File: config.mk
export PLATFORM = sky130hd
export DESIGN_NAME = ppg_dual_ma_filter
export DESIGN_NICKNAME = d
export VERILOG_FILES = /design/src/rtl/ppg_dual_ma_filter.sv
export SDC_FILE = /design/constraint.sdc
export NUM_CORES = 1
export LEC_CHECK = 0
export BUFFER_PORTS_ARGS = -buffer_cell sky130_fd_sc_hd__buf_2
export CAP_MARGIN = 30
export CORE_UTILIZATION = 56
export DETAILED_ROUTE_END_ITERATION = 10
export PLACE_DENSITY = 0.73
export SLEW_MARGIN = 10
export SYNTH_ARGS = -nofsm -noshare
export SYNTH_HDL_FRONTEND = slang
export SYNTH_SLANG_ARGS = --single-unit
export TNS_END_PERCENT = 50
File: constraint.sdc
create_clock -name CLK -period 6.6 [get_ports CLK]
set_clock_uncertainty 0.15 [all_clocks]
set_input_delay 1.65 -clock CLK [delete_from_list [all_inputs] [get_ports CLK]]
set_output_delay 1.65 -clock CLK [all_outputs]
set_load 0.02 [all_outputs]
File: src/rtl/ppg_dual_ma_filter.sv
// rtl/ppg_dual_ma_filter.sv - dual-channel (IR/RED) moving-sum filter for PPG samples
//
// Purpose: keeps a TAPS-sample sliding window per channel and publishes the
// window sum of both channels together, once per sample tick, after the window
// has been filled with TAPS fresh samples.
//
// Ports:
//   CLK               system clock
//   rst_n             asynchronous active-low reset
//   CLK_Filter        sample-rate toggle, rising edge (seen in CLK domain) = sample tick
//   enable            high while the upstream controller is operating; low forces IDLE
//   IR_ADC_Value      8-bit IR sample
//   RED_ADC_Value     8-bit RED sample
//   Out_IR_Filtered   IR window sum, zero-extended to OUT_W
//   Out_RED_Filtered  RED window sum, zero-extended to OUT_W
//   filt_valid        one-cycle strobe when outputs update with a full window
//   filling           high while the window is being filled after enable
module ppg_dual_ma_filter #(
  parameter int LOG2_TAPS = 5,
  parameter int OUT_W     = 20
) (
  input  logic             CLK,
  input  logic             rst_n,
  input  logic             CLK_Filter,
  input  logic             enable,
  input  logic [7:0]       IR_ADC_Value,
  input  logic [7:0]       RED_ADC_Value,
  output logic [OUT_W-1:0] Out_IR_Filtered,
  output logic [OUT_W-1:0] Out_RED_Filtered,
  output logic             filt_valid,
  output logic             filling
);

  localparam int TAPS = 1 << LOG2_TAPS;
  localparam int SW   = 8 + LOG2_TAPS;

  typedef enum logic [1:0] {
    IDLE = 2'd0,
    FILL = 2'd1,
    RUN  = 2'd2
  } state_t;

  state_t               state;
  logic                 cf_d;
  logic                 tick;
  logic [LOG2_TAPS-1:0] wr_ptr;
  logic [LOG2_TAPS-1:0] fill_cnt;
  logic [SW-1:0]        sum_ir;
  logic [SW-1:0]        sum_red;
  logic [SW-1:0]        sum_ir_nxt;
  logic [SW-1:0]        sum_red_nxt;
  logic [7:0]           old_ir;
  logic [7:0]           old_red;
  logic [7:0]           ring_ir  [TAPS];
  logic [7:0]           ring_red [TAPS];

  // CLK_Filter is only ever sampled as data; a rising edge marks a new sample.
  assign tick = enable & CLK_Filter & ~cf_d;

  // While filling, the slot under wr_ptr holds stale data that is not part of
  // the window, so nothing is subtracted. In RUN the slot holds the oldest
  // sample, which leaves the window as the new one enters. The sum always
  // contains the sample being removed, so the modular arithmetic never wraps
  // in the final result.
  always_comb begin
    old_ir      = '0;
    old_red     = '0;
    if (state == RUN) begin
      old_ir  = ring_ir[wr_ptr];
      old_red = ring_red[wr_ptr];
    end
    sum_ir_nxt  = sum_ir  + SW'(IR_ADC_Value)  - SW'(old_ir);
    sum_red_nxt = sum_red + SW'(RED_ADC_Value) - SW'(old_red);
  end

  // Sample storage carries no reset; it is only read once written in this pass.
  always_ff @(posedge CLK) begin
    if (tick && (state == FILL || state == RUN)) begin
      ring_ir[wr_ptr]  <= IR_ADC_Value;
      ring_red[wr_ptr] <= RED_ADC_Value;
    end
  end

  always_ff @(posedge CLK or negedge rst_n) begin
    if (!rst_n) begin
      state            <= IDLE;
      cf_d             <= 1'b0;
      wr_ptr           <= '0;
      fill_cnt         <= '0;
      sum_ir           <= '0;
      sum_red          <= '0;
      Out_IR_Filtered  <= '0;
      Out_RED_Filtered <= '0;
      filt_valid       <= 1'b0;
      filling          <= 1'b0;
    end else begin
      cf_d       <= CLK_Filter;
      filt_valid <= 1'b0;
      if (!enable) begin
        // Dropping enable discards the window; a tick on this cycle is ignored.
        state            <= IDLE;
        wr_ptr           <= '0;
        fill_cnt         <= '0;
        sum_ir           <= '0;
        sum_red          <= '0;
        Out_IR_Filtered  <= '0;
        Out_RED_Filtered <= '0;
        filling          <= 1'b0;
      end else begin
        case (state)
          IDLE: begin
            state    <= FILL;
            filling  <= 1'b1;
            wr_ptr   <= '0;
            fill_cnt <= '0;
            sum_ir   <= '0;
            sum_red  <= '0;
          end
          FILL: begin
            if (tick) begin
              sum_ir   <= sum_ir_nxt;
              sum_red  <= sum_red_nxt;
              wr_ptr   <= wr_ptr + LOG2_TAPS'(1);
              fill_cnt <= fill_cnt + LOG2_TAPS'(1);
              if (fill_cnt == LOG2_TAPS'(TAPS - 1)) begin
                state            <= RUN;
                filling          <= 1'b0;
                Out_IR_Filtered  <= OUT_W'(sum_ir_nxt);
                Out_RED_Filtered <= OUT_W'(sum_red_nxt);
                filt_valid       <= 1'b1;
              end
            end
          end
          RUN: begin
            if (tick) begin
              sum_ir           <= sum_ir_nxt;
              sum_red          <= sum_red_nxt;
              wr_ptr           <= wr_ptr + LOG2_TAPS'(1);
              Out_IR_Filtered  <= OUT_W'(sum_ir_nxt);
              Out_RED_Filtered <= OUT_W'(sum_red_nxt);
              filt_valid       <= 1'b1;
            end
          end
          default: begin
            state   <= IDLE;
            filling <= 1'b0;
          end
        endcase
      end
    end
  end

endmodule
==> metrics.txt <==
Hold Fails Final Rpt=0; gpl congestion=0.8920; Rel. slew slack=a little under two fifths; CP max-delay cell=dfrtp_4; initial core utilization=between 50 and 60%; H-tree Lvls=2; CP max stage delay=0.98 ns; Power Dens Cells=about 320 nW/µm²; Routed met3 length=5356 µm; layout overhead on the synthesized area=11.84%; CP Capture Type=flip-flop; DRC errors left=0; Fmax achieved=178.7 MHz; worst hold path class=flip-flop to flip-flop; Arr. time, crit path=5.95 ns; number of setup buffers added after CTS=0; Netlist cell types=62; status=finished, final reports clean; largest net degree at the start of global routing=67; initial antenna violation count=2; met2 WL=26190 µm; Avg Inst Size Synth=18.23 µm²; Setup TNS=0 ns; Iteration-0 DRC Markers=1397; Mapped Area=approximately 24000 µm²; Synth Flop Type=edfxtp_1; register bit total from synthesis=578; Tmin final=5.595 ns; Core Rows=75; GRT Resource Usage Total=25.95%; Worst Max-Slew Pin Slew=0.9458 ns; RSZ-0062 raised after global routing=no; first-pass GRT wire length=81750 µm; drt wl/cell=27.55 µm; Max clock buf depth=3; hold path startpoint=Out_IR_Filtered[12]; Register Area=17030 µm²; hold endpoint=Out_IR_Filtered[12]; Placed Cells incl. Taps=1900; number of flops mapped to enable cells by yosys=512; DIE HEIGHT=approximately 210 µm; Top cell by count, worst path=buf_4; Worst Path Max Fanout=42; fin crit share=84.77%; total power=8.556 mW; WL met1=21920 µm; Die X=around 210 µm; io pins=62; Pre-antenna DRT Iters=5; WS Path Type=flip-flop to flip-flop; filler instances=2855; crit path from=wr_ptr[0]; Multi-input gate area=6331 µm²; Post-CTS Resized=0; max-cap violation count=0; Critical Path RT=6.96 ns; Reg2Reg Capture Point=sum_ir[12]; worst skew pair latency=0.64 ns; crit path cell chain=buf_4 > buf_4 > mux4_2 > a22o_1 > a221oi_1 > a31oi_1 > fa_1 > inv_1 > ha_1 > nand3_1 > or3_1 > a211o_1 > a21oi_1 > o21ba_2; Die ar.=roughly 44000 µm²; Mapped Cells=1317; Detail Route Antenna Nets=0; Post-synth ARST share=11.42%; Post-DP HPWL=34250 µm; area leader, netlist=edfxtp_1; worst hold path depth=2; R2R cell count=14; final setup violation count=0; Max Slew Vio Count=0; vias in the first global route=about 13000; clk slew on worst S/H paths=about 0.06 ns; Yosys warnings=0; Layout Nets=1493; vias per inst=6.390; CP Launch Type=flip-flop; core area=42130 µm²; Yosys top cell area share=between 60% and 70%; post-route insts no fill=2007; layout cells sized above 1=22.90%; Static Leak=9.153 nW; R2R Setup Slk=1.01 ns; Routed WL=roughly 55000 µm; CTS Sinks=~580; cts bufs inserted=57; Root Driver=clkbuf_16; Max rail drop VDD=0.0002060 V; Seq/Total Area, Yosys=70.93%; worst reg2reg startpoint=wr_ptr[0]; Vias=12830; Top Layer Used=met4; top cells by area, synth=edfxtp_1, mux4_2, dfrtp_1, ha_1, a22o_1; Post-CTS Hold Fix Bufs=0; grt ovf=0; CTS tree=yes; I/O Buffers=47
-- cell usage after synthesis (all sizes together) (9+ instances only) --
| cell | number |
|---|---|
| a31oi | 21 |
| a211oi | 9 |
| mux4 | 128 |
| edfxtp | 512 |
| a22oi | 37 |
| o21ai | 20 |
| a21oi | 29 |
| buf | 48 |
| nand2 | 32 |
| dfrtp | 66 |
| nor2 | 72 |
| a21o | 13 |
| mux2i | 13 |
| clkbuf | 29 |
| inv | 80 |
| ha | 36 |
| fa | 16 |
| a221oi | 16 |
| a22o | 45 |
| xnor2 | 12 |
-- worst max path at each step --
stage	end	depth (start not counted)
2_1_floorplan	sum_ir[12]	16
3_3_place_gp	sum_ir[12]	14
3_5_place_dp	sum_ir[12]	14
4_1_cts	sum_ir[12]	14
5_1_grt	sum_ir[12]	14
6_report	sum_ir[12]	14
-- area by class of cell --
cell class	instances	share of cell area, %
diodes	1	0.009321
clock buffers	69	5.481
clock inverters	36	1.137
inverters	81	1.133
multi-input cells	594	23.58
flip-flops and latches	578	63.45
well taps	539	2.512
repair buffers	109	2.694
-- metal layers --
layer,up-vias,global-route usage (%)
li1,5441,-
met1,6602,35.85
met2,671,40.25
met3,111,6.883
met4,0,9.255
met5,-,0
-- flip-flops by register name (all words and copies together), names as in the netlist --
register	count
sum_red	13
Out_IR_Filtered	13
Out_RED_Filtered	13
ring_red	256
ring_ir	256
filt_valid	1
wr_ptr	5
fill_cnt	5
cf_d	1
sum_ir	13
state	2
-- critical path, delay by kind of cell, from the launching register on --
family / cells / cell delay (ns)
DFF: 1 / 0.98
and+or+nand+nor: 2 / 0.60
muxes: 1 / 0.59
adders and majority gates: 2 / 0.95
buffers and inverters: 3 / 0.79
AOI/OAI and AO/OA: 6 / 1.39
-- through the flow --
stage / cell area, µm² / hold WS [ns] / util, % / setup WS (ns)
3_3_place_gp: 25060 / 0.3127 / 59.48 / 0.9934
6_report: 26850 / 0.3240 / 63.71 / 1.005
2_1_floorplan: 24050 / 0.2985 / - / 2.336
3_5_place_dp: 25060 / 0.3156 / 59.48 / 0.9798
4_1_cts: 26840 / 0.3291 / 63.70 / 0.9698
5_1_grt: 26840 / 0.3660 / 63.71 / 0.6830
-- power by group --
part	internal, mW	switching [mW]
logic	0.565	0.812
registers	4.03	0.0649
clock network	1.71	1.37
-- layout by cell type (no fill, tap or decap), types with 15 or more instances in the layout --
cell / instances
buf_2: 48
nor2_1: 69
a22oi_1: 37
a21oi_1: 29
buf_4: 59
a221oi_1: 16
o21ai_0: 19
nand2_1: 32
inv_1: 80
a22o_1: 45
dfrtp_1: 64
clkbuf_16: 57
ha_1: 36
edfxtp_1: 512
mux4_2: 128
fa_1: 16
a31oi_1: 21
clkinv_1: 15
-- logic make-up after synthesis --
| kind of cell | share of synthesized area (%) |
|---|---|
| xor+xnor | 0.6776 |
| compound gates | 6.704 |
| other cells | 0.01562 |
| buf+inv | 2.966 |
| flops | 70.93 |
| simple gates | 2.893 |
| mux | 12.60 |
| fa+ha+maj | 3.211 |
Note: power is estimated with default switching activity, not from simulation.
